File: config.mk
export PLATFORM = sky130hd
export DESIGN_NAME = vc_scheduler
export DESIGN_NICKNAME = d
export VERILOG_FILES = /design/src/rtl/pcie_pkg.sv /design/src/rtl/vc_flow_ctrl.sv /design/src/rtl/vc_scheduler.sv
export SDC_FILE = /design/constraint.sdc
export NUM_CORES = 1
export LEC_CHECK = 0
export BUFFER_PORTS_ARGS = -buffer_cell sky130_fd_sc_hd__buf_2
export CAP_MARGIN = 0
export CORE_UTILIZATION = 49
export DETAILED_ROUTE_END_ITERATION = 10
export GPL_ROUTABILITY_DRIVEN = 0
export PLACE_DENSITY = 0.79
export SETUP_SLACK_MARGIN = 0.2
export SYNTH_ARGS = -nofsm -noshare
export SYNTH_HDL_FRONTEND = slang
export SYNTH_SLANG_ARGS = --single-unit
File: constraint.sdc
create_clock -name clk -period 4.2 [get_ports clk]
set_input_delay 0.42 -clock clk [delete_from_list [all_inputs] [get_ports clk]]
set_output_delay 0.42 -clock clk [all_outputs]
set_load 0.03 [all_outputs]
File: src/rtl/pcie_pkg.sv
`default_nettype none
// +-----------------------------------------------------------------+
// | pcie_pkg : shared encodings for the VC scheduler slice          |
// | Rev 1.0                                                         |
// +-----------------------------------------------------------------+
package pcie_pkg;

  localparam logic [1:0] C_ARB_IDLE      = 2'd0;
  localparam logic [1:0] C_ARB_SERVE_VC0 = 2'd1;
  localparam logic [1:0] C_ARB_SERVE_VC1 = 2'd2;
  localparam logic [1:0] C_ARB_STALL     = 2'd3;

  localparam logic C_FLOW_RUN  = 1'b0;
  localparam logic C_FLOW_HOLD = 1'b1;

  localparam logic C_VC0 = 1'b0;
  localparam logic C_VC1 = 1'b1;

  localparam int C_THRESH_W = 4;

endpackage
`default_nettype wire

File: src/rtl/vc_flow_ctrl.sv
`default_nettype none
// +-----------------------------------------------------------------+
// | vc_flow_ctrl : per-VC RUN/HOLD pause / continue generator       |
// | Rev 1.0                                                         |
// +-----------------------------------------------------------------+
module vc_flow_ctrl
  import pcie_pkg::*;
#(
  parameter int CNT_W = 4
) (
  input  logic                  clk,
  input  logic                  reset,
  input  logic [C_THRESH_W-1:0] umbral_a,
  input  logic [C_THRESH_W-1:0] umbral_b,
  input  logic [CNT_W-1:0]      count,
  output logic                  pause,
  output logic                  cont
);

  localparam int W = (CNT_W > C_THRESH_W) ? CNT_W : C_THRESH_W;

  logic         r_state;
  logic [W-1:0] w_cnt;
  logic [W-1:0] w_a;
  logic [W-1:0] w_b;

  assign w_cnt = W'(count);
  assign w_a   = W'(umbral_a);
  assign w_b   = W'(umbral_b);

  // Release is tested only from HOLD, so overlapping thresholds let it win.
  always_ff @(posedge clk or negedge reset) begin
    if (!reset) begin
      r_state <= C_FLOW_RUN;
      cont    <= 1'b0;
    end else if (r_state == C_FLOW_HOLD) begin
      cont <= (w_cnt <= w_b);
      if (w_cnt <= w_b) r_state <= C_FLOW_RUN;
    end else begin
      cont <= 1'b0;
      if ((w_a != '0) && (w_cnt >= w_a)) r_state <= C_FLOW_HOLD;
    end
  end

  assign pause = (r_state == C_FLOW_HOLD);

endmodule
`default_nettype wire

File: src/rtl/vc_scheduler.sv
`default_nettype none
// +-----------------------------------------------------------------+
// | vc_scheduler : two-VC pop arbiter with VC0 burst limit and flow |
// | Rev 1.0                                                         |
// +-----------------------------------------------------------------+
module vc_scheduler
  import pcie_pkg::*;
#(
  parameter int ADDR_WIDTH = 3,
  parameter int BUS_SIZE   = 5,
  parameter int VC0_BURST  = 4
) (
  input  logic                  clk,
  input  logic                  reset,
  input  logic [C_THRESH_W-1:0] umbralA,
  input  logic [C_THRESH_W-1:0] umbralB,
  input  logic [ADDR_WIDTH:0]   vc0_count,
  input  logic [ADDR_WIDTH:0]   vc1_count,
  input  logic [BUS_SIZE:0]     vc0_data,
  input  logic [BUS_SIZE:0]     vc1_data,
  input  logic                  dest_pause,
  output logic                  pop_vc0,
  output logic                  pop_vc1,
  output logic [BUS_SIZE-1:0]   data_out,
  output logic                  valid_out,
  output logic                  pause_VC0,
  output logic                  pause_VC1,
  output logic                  continue_VC0,
  output logic                  continue_VC1
);

  localparam int CW = ADDR_WIDTH + 1;
  localparam int BW = $clog2(VC0_BURST + 1);
  localparam logic [BW-1:0] C_BURST_MAX = BW'(VC0_BURST);

  logic [1:0]    r_state;
  logic [1:0]    w_next;
  logic [BW-1:0] r_burst;
  logic [BW-1:0] w_burst_next;
  logic          r_started;
  logic          r_inflight;
  logic          r_sel_d;
  logic          w_has0;
  logic          w_has1;
  logic          w_unused;

  // Occupancy net of the pop already on the wire, so back-to-back pops never underflow.
  assign w_has0 = vc0_count > CW'(pop_vc0);
  assign w_has1 = vc1_count > CW'(pop_vc1);

  assign w_unused = ^{vc0_data[BUS_SIZE], vc1_data[BUS_SIZE]};

  always_comb begin
    w_next = C_ARB_IDLE;
    if (!r_started)
      w_next = C_ARB_IDLE;
    else if (dest_pause)
      w_next = C_ARB_STALL;
    else if (w_has0 && (!w_has1 || (r_burst < C_BURST_MAX)))
      w_next = C_ARB_SERVE_VC0;
    else if (w_has1)
      w_next = C_ARB_SERVE_VC1;
  end

  always_comb begin
    w_burst_next = r_burst;
    if (!w_has1 || (w_next == C_ARB_SERVE_VC1))
      w_burst_next = '0;
    else if ((w_next == C_ARB_SERVE_VC0) && (r_burst != C_BURST_MAX))
      w_burst_next = r_burst + BW'(1);
  end

  always_ff @(posedge clk or negedge reset) begin
    if (!reset) begin
      r_started  <= 1'b0;
      r_state    <= C_ARB_IDLE;
      r_burst    <= '0;
      pop_vc0    <= 1'b0;
      pop_vc1    <= 1'b0;
      r_inflight <= 1'b0;
      r_sel_d    <= C_VC0;
      valid_out  <= 1'b0;
      data_out   <= '0;
    end else begin
      r_started  <= 1'b1;
      r_state    <= w_next;
      r_burst    <= w_burst_next;
      pop_vc0    <= (w_next == C_ARB_SERVE_VC0);
      pop_vc1    <= (w_next == C_ARB_SERVE_VC1);
      r_inflight <= pop_vc0 | pop_vc1;
      r_sel_d    <= (r_state == C_ARB_SERVE_VC1) ? C_VC1 : C_VC0;
      valid_out  <= r_inflight;
      if (r_inflight)
        data_out <= (r_sel_d == C_VC1) ? vc1_data[BUS_SIZE-1:0] : vc0_data[BUS_SIZE-1:0];
    end
  end

  vc_flow_ctrl #(.CNT_W(CW)) u_flow_vc0 (
    .clk      (clk),
    .reset    (reset),
    .umbral_a (umbralA),
    .umbral_b (umbralB),
    .count    (vc0_count),
    .pause    (pause_VC0),
    .cont     (continue_VC0)
  );

  vc_flow_ctrl #(.CNT_W(CW)) u_flow_vc1 (
    .clk      (clk),
    .reset    (reset),
    .umbral_a (umbralA),
    .umbral_b (umbralB),
    .count    (vc1_count),
    .pause    (pause_VC1),
    .cont     (continue_VC1)
  );

endmodule
`default_nettype wire
After elaboration in Yosys (flattened, before gate mapping). Cells that the tools add are included.

Register bits after elaboration: 20. Output and inout bits: 12. Word-level logic and storage cells: 51.

$add $sub $neg: 1. $lt $le $gt $ge: 7. Equal/unequal tests: 4. Muxes and demuxes: 16. Bitwise gates (word level): 1. Reduce and logical (&&, ||, !) cells: 9.

Operators by type and width (number): $mux W1 (9); $ge A4 B4 Y1 (2); $gt A4 B1 Y1 (2); $le A4 B4 Y1 (2); $mux W2 (4); $mux W3 (2); $mux W5 (1); $eq A2 B2 Y1 const B (2); $logic_and A1 B1 Y1 (4); $reduce_bool A4 Y1 (1); $add A3 B1 Y3 const B (1); $lt A3 B3 Y1 const B (1); $ne A3 B3 Y1 const B (1); $eq A2 B1 Y1 const B (1); $logic_or A1 B1 Y1 (2); $reduce_bool A2 Y1 (1); $logic_not A1 Y1 (1); $or A1 B1 Y1 (1).

Depth between registers and ports, before layout.
Depth after elaboration: 11. Depth in mapped cells: 6. Gate-level depth less buffers: 6.

Modules after synthesis. From an unflattened synthesis, not the netlist that was laid out.

Cells, all modules: 138. Area, all modules: 1341.3 um2.

By module, submodules not included: vc_scheduler (instances 1, cells an instance 76, area each 788.3 um2, seq. area each 400.4 um2); vc_flow_ctrl (instances 2, cells an instance 31, area each 276.5 um2, seq. area each 50.0 um2).

Worst setup path after synthesis. Ideal clock, no wire load.

Path type: reg2reg. Start point: reg pop_vc1. End point: reg r_state[0]. Arrival time: 1.550 ns. Data required time: 4.136 ns. Setup slack: 2.585 ns. Cell stages (with the launch flop): 6. Path buffers: 0. Period minus slack after synthesis: 1.615 ns. Cells stage by stage: dfrtp_1 ha_1 nor2_1 or4_1 a22oi_1 o21a_1.

Cells in the longest elaborated chain, start to end: 7.

RTL lines: from (decl) (RTL line vc_scheduler.sv:23) `output logic pop_vc1,`; from (signal assigned) (RTL line vc_scheduler.sv:89) `pop_vc1 <= (w_next == C_ARB_SERVE_VC1);`; $gt A4 B1 Y1 (RTL line vc_scheduler.sv:49) `assign w_has1 = vc1_count > CW'(pop_vc1);`; $logic_not A1 Y1 (RTL line vc_scheduler.sv:59) `else if (w_has0 && (!w_has1 || (r_burst < C_BURST_MAX)))`; $logic_or A1 B1 Y1 (RTL line vc_scheduler.sv:59); $logic_and A1 B1 Y1 (RTL line vc_scheduler.sv:59); $mux W2 (RTL line vc_scheduler.sv:59); $mux W2 (RTL line vc_scheduler.sv:57) `else if (dest_pause)`; $mux W2 (RTL line vc_scheduler.sv:55) `if (!r_started)`; named net w_next[0] (RTL line vc_scheduler.sv:37) `logic [1:0] w_next;`; to (signal assigned) (RTL line vc_scheduler.sv:86) `r_state <= w_next;`; to (decl) (RTL line vc_scheduler.sv:36) `logic [1:0] r_state;`.

The timed path passes the listed nets, and every way through them passes these cells. A chain may end at the register's enable or synchronous reset.

Worst setup path in the final report.
Start point: reg r_burst[0]. End point: reg r_burst[1].

Cells in the longest elaborated chain, start to end: 9. Elaborated cells on any way between the ends: 15. Those cells by class: add/sub: 1; order compare: 1; eq/ne: 3; mux: 5; reduce/logical: 5.

RTL lines: from (decl) (RTL line vc_scheduler.sv:38) `logic [BW-1:0] r_burst;`; from (signal assigned) (RTL line vc_scheduler.sv:87) `r_burst <= w_burst_next;`; $lt A3 B3 Y1 (RTL line vc_scheduler.sv:59); $logic_or A1 B1 Y1 (RTL line vc_scheduler.sv:59); $logic_and A1 B1 Y1 (RTL line vc_scheduler.sv:59); $mux W2 (RTL line vc_scheduler.sv:59); $mux W2 (RTL line vc_scheduler.sv:57); $mux W2 (RTL line vc_scheduler.sv:55); $eq A2 B2 Y1 / $eq A2 B1 Y1 (equally long branches) (RTL line vc_scheduler.sv:67, vc_scheduler.sv:69); $logic_or A1 B1 Y1 / $logic_and A1 B1 Y1 (equally long branches) (RTL line vc_scheduler.sv:67, vc_scheduler.sv:69); $mux W3 / $reduce_bool A2 Y1 (equally long branches).

Several ways; a longest one is shown, not always the timed one. The select of a mux whose other input is x is not followed.

==> results.md <==
* Total CTS buffers at 3
* RSZ-0062 raised after global routing: no
* Top cell type's share of synthesized area at 0.406
* Setup TNS at 0 ns
* Cell taking the most area after synthesis: dfrtp_1
* Clock Path Buffers at 2
* Vias in the first global route at 928
* Reg2reg setup slack at 2.54 ns
* Fin nets at 219
* Warnings from Yosys at 0
* Max transition margin at 0.638
* Largest cells by area after synthesis: dfrtp_1, ha_1, a21oi_1, mux2i_1, inv_1
* N_diodes at 0
* R2r endpoint: r_burst[1]
* Via count at 1015
* Starting Density at 0.536
* Crit path arrival time at 1.84 ns
* Crit path cell chain: inv_1 -> ha_1 -> or4_4 -> o21a_1 -> o21ai_1 -> a21oi_1
* Worst-Skew Late Latency at 0.29 ns
* Post-Synthesis Net Count at 176
* Syn_area_per_cell at 9.86 sq um
* Clock transition at the registers of the reported paths at 0.10 ns
* Detailed Routing Iterations Pass 1 at 4
* Max-slew violations at 0
* ANT nets after route at 0
* # H-tree levels at 1
* Worst VDD drop at 0.000284 V
* Largest stage delay, worst path at 0.52 ns
* Worst Reg-to-Reg Cells at 6
* IO Port Bufs at 40
* Yosys reg bits at 20
* Critical path required time at 4.38 ns
* Worst path slowest cell: or4_4
* Area taken by multi-input logic gates at 687 sq um
* Largest net degree at the start of global routing at 21
* Leak at 0.770 nW
* Max Freq at 602 MHz
* Max-cap viol count at 0
* CP top delay family: simple AND/OR/NAND/NOR gates
* Die Span X at 52.2 microns
* Synthesized area at 1230 sq um
* Vias per inst at 5.23
* I/O pins at 43
* Post-CTS Setup Repair Bufs at 0
* Drt wl/cell at 12.3 microns
* Post-CTS sizing at 0
* Initial antenna violation count at 0
* Core Box Area at 2300 sq um
* Overall power at 0.569 mW
* Worst Max-Slew Pin Slew at 0.538 ns
* CP endpoint kind: flip-flop
* Class of the most critical setup path: reg2reg
* Sinks on Clock Net at 20
* Clock Skew at 0.00178 ns
* Final Setup Violations at 0
* CTS tree: done
* DRC violations left at 0
* First-pass GRT wire length at 3.67 mm
* Storage element area at 500 sq um
* Gr ovfl total at 0
* Placed wire-length estimate at 2.02 mm
* Crit Path Max Fanout at 3
* Row cnt at 17
* Routed WL at 2.38 mm
* Reg2Reg Launch Point: r_burst[0]
* Outcome: finished clean
* Crit share post-route at 0.395
* Startpoint Class: flip-flop
* Share of cells above drive strength 1 at 0.277
* CP bufs+invs at 1
* Die Y-Extent at 52.2 microns
* Hold Violations, Final at 0
* Die ar. at 2720 sq um
* Fillers at 205
* Seq/Total Area, Yosys at 0.406
* Unique masters post-synth at 28
* Cell Pwr Density at 383 nW/um^2
* Area growth from synthesis to layout at 20.3%
* CTS Root Cell: clkbuf_4
* Class of the worst hold path: in2async
* Min cycle time layout at 1.66 ns
* Post-synthesis cell count at 125
* GRT Total Usage at 0.186
* Iteration-0 DRC Markers at 12
* Hold_buf cts at 0
[layer usage]
metal	track usage	part of all wire	vias to the layer above
met4	0.0658	0.0071	0
met5	0	0	-
met1	0.215	0.46	465
li1	-	-	531
met2	0.327	0.50	17
met3	0.0497	0.037	2
[worst reg2reg max path, cell delays in order, from the launching register on]
cell and delay (ns):
dfrtp_1 0.39, inv_1 0.07, ha_1 0.19, or4_4 0.52
o21a_1 0.20, o21ai_1 0.11, a21oi_1 0.08
[flip-flops by register name, summed over array words and instances (netlist names)]
signal	count
u_flow_vc1.cont	1
r_burst	3
data_out	5
pop_vc0	1
r_inflight	1
pop_vc1	1
r_state	2
valid_out	1
u_flow_vc0.cont	1
u_flow_vc1.pause	1
r_started	1
r_sel_d	1
u_flow_vc0.pause	1
[Yosys cell counts]
cell and n:
or2_2 1, o21a_1 3, inv_1 10, ha_1 20, nand3_1 2, a21oi_1 19
a22o_1 2, nand3b_1 1, or4_1 1, nand2_1 3, o21ai_1 2, o21ai_0 3
mux2i_1 5, dfrtp_1 20, nand2b_1 3, o211ai_1 2, or4_4 1, and4_1 2
nor2_1 9, nor2b_1 5, or2_1 1, o21ai_2 1, nor4_1 2, a22oi_1 1
a21o_1 1, conb_1 1, nor3_1 2, clkbuf_1 2
[placed cells by master (no fill, tap or decap), drive strengths merged, types with 3 or more instances in the layout]
master  instances
dfrtp          20
o21a            3
o21ai           6
nor2            9
nand2b          3
buf            40
nor2b           5
inv            10
ha             20
mux2i           5
a21oi          19
clkbuf          3
nand2           3
[layout make-up]
| cell class | count | area share |
|---|---|---|
| Multi-Input combinational cell | 93 | 0.463 |
| Timing Repair Buffer | 40 | 0.135 |
| Inverter | 10 | 0.0253 |
| Sequential cell | 20 | 0.338 |
| Clock buffer | 3 | 0.0152 |
| Tap cell | 28 | 0.0236 |
[per-stage QoR]
step	area, sq um	instances	setup slack [ns]	utilization	hold slack [ns]
3_5_place_dp	1460	191	2.42	0.636	0.383
3_3_place_gp	1460	191	2.46	0.636	0.376
4_1_cts	1480	194	2.54	0.645	0.0580
2_1_floorplan	1230	125	2.59	-	0.124
5_1_grt	1480	194	2.47	0.645	0.0689
6_report	1480	194	2.54	0.645	0.0465
[worst max-delay path by stage]
stage,start,end,cells past startpoint
after global routing,r_burst[0],r_burst[0],6
final,r_burst[0],r_burst[1],6
after global placement,vc0_count[0],r_burst[0],7
after CTS,r_burst[0],r_burst[0],6
after detailed placement,vc0_count[0],r_burst[2],7
after floorplan,pop_vc1,r_state[0],5
[kinds of logic (layout without fill, tap and decap cells)]
group           after synthesis  in the layout  share of synthesized area
mux                           5              5                     0.0406
simple gates                 33             33                      0.149
compound gates               34             34                      0.161
buf+inv                      12             53                     0.0366
fa+ha+maj                    20             20                      0.203
other cells                   1              1                    0.00304
flops                        20             20                      0.406
[power breakdown]
group	switching (mW)	leakage, nW	internal [mW]
clock network	0.0525	0.0138	0.0334
registers	0.0315	0.247	0.235
logic	0.133	0.510	0.0830
total	0.217	0.770	0.351
(Power assumes the default switching activity.)
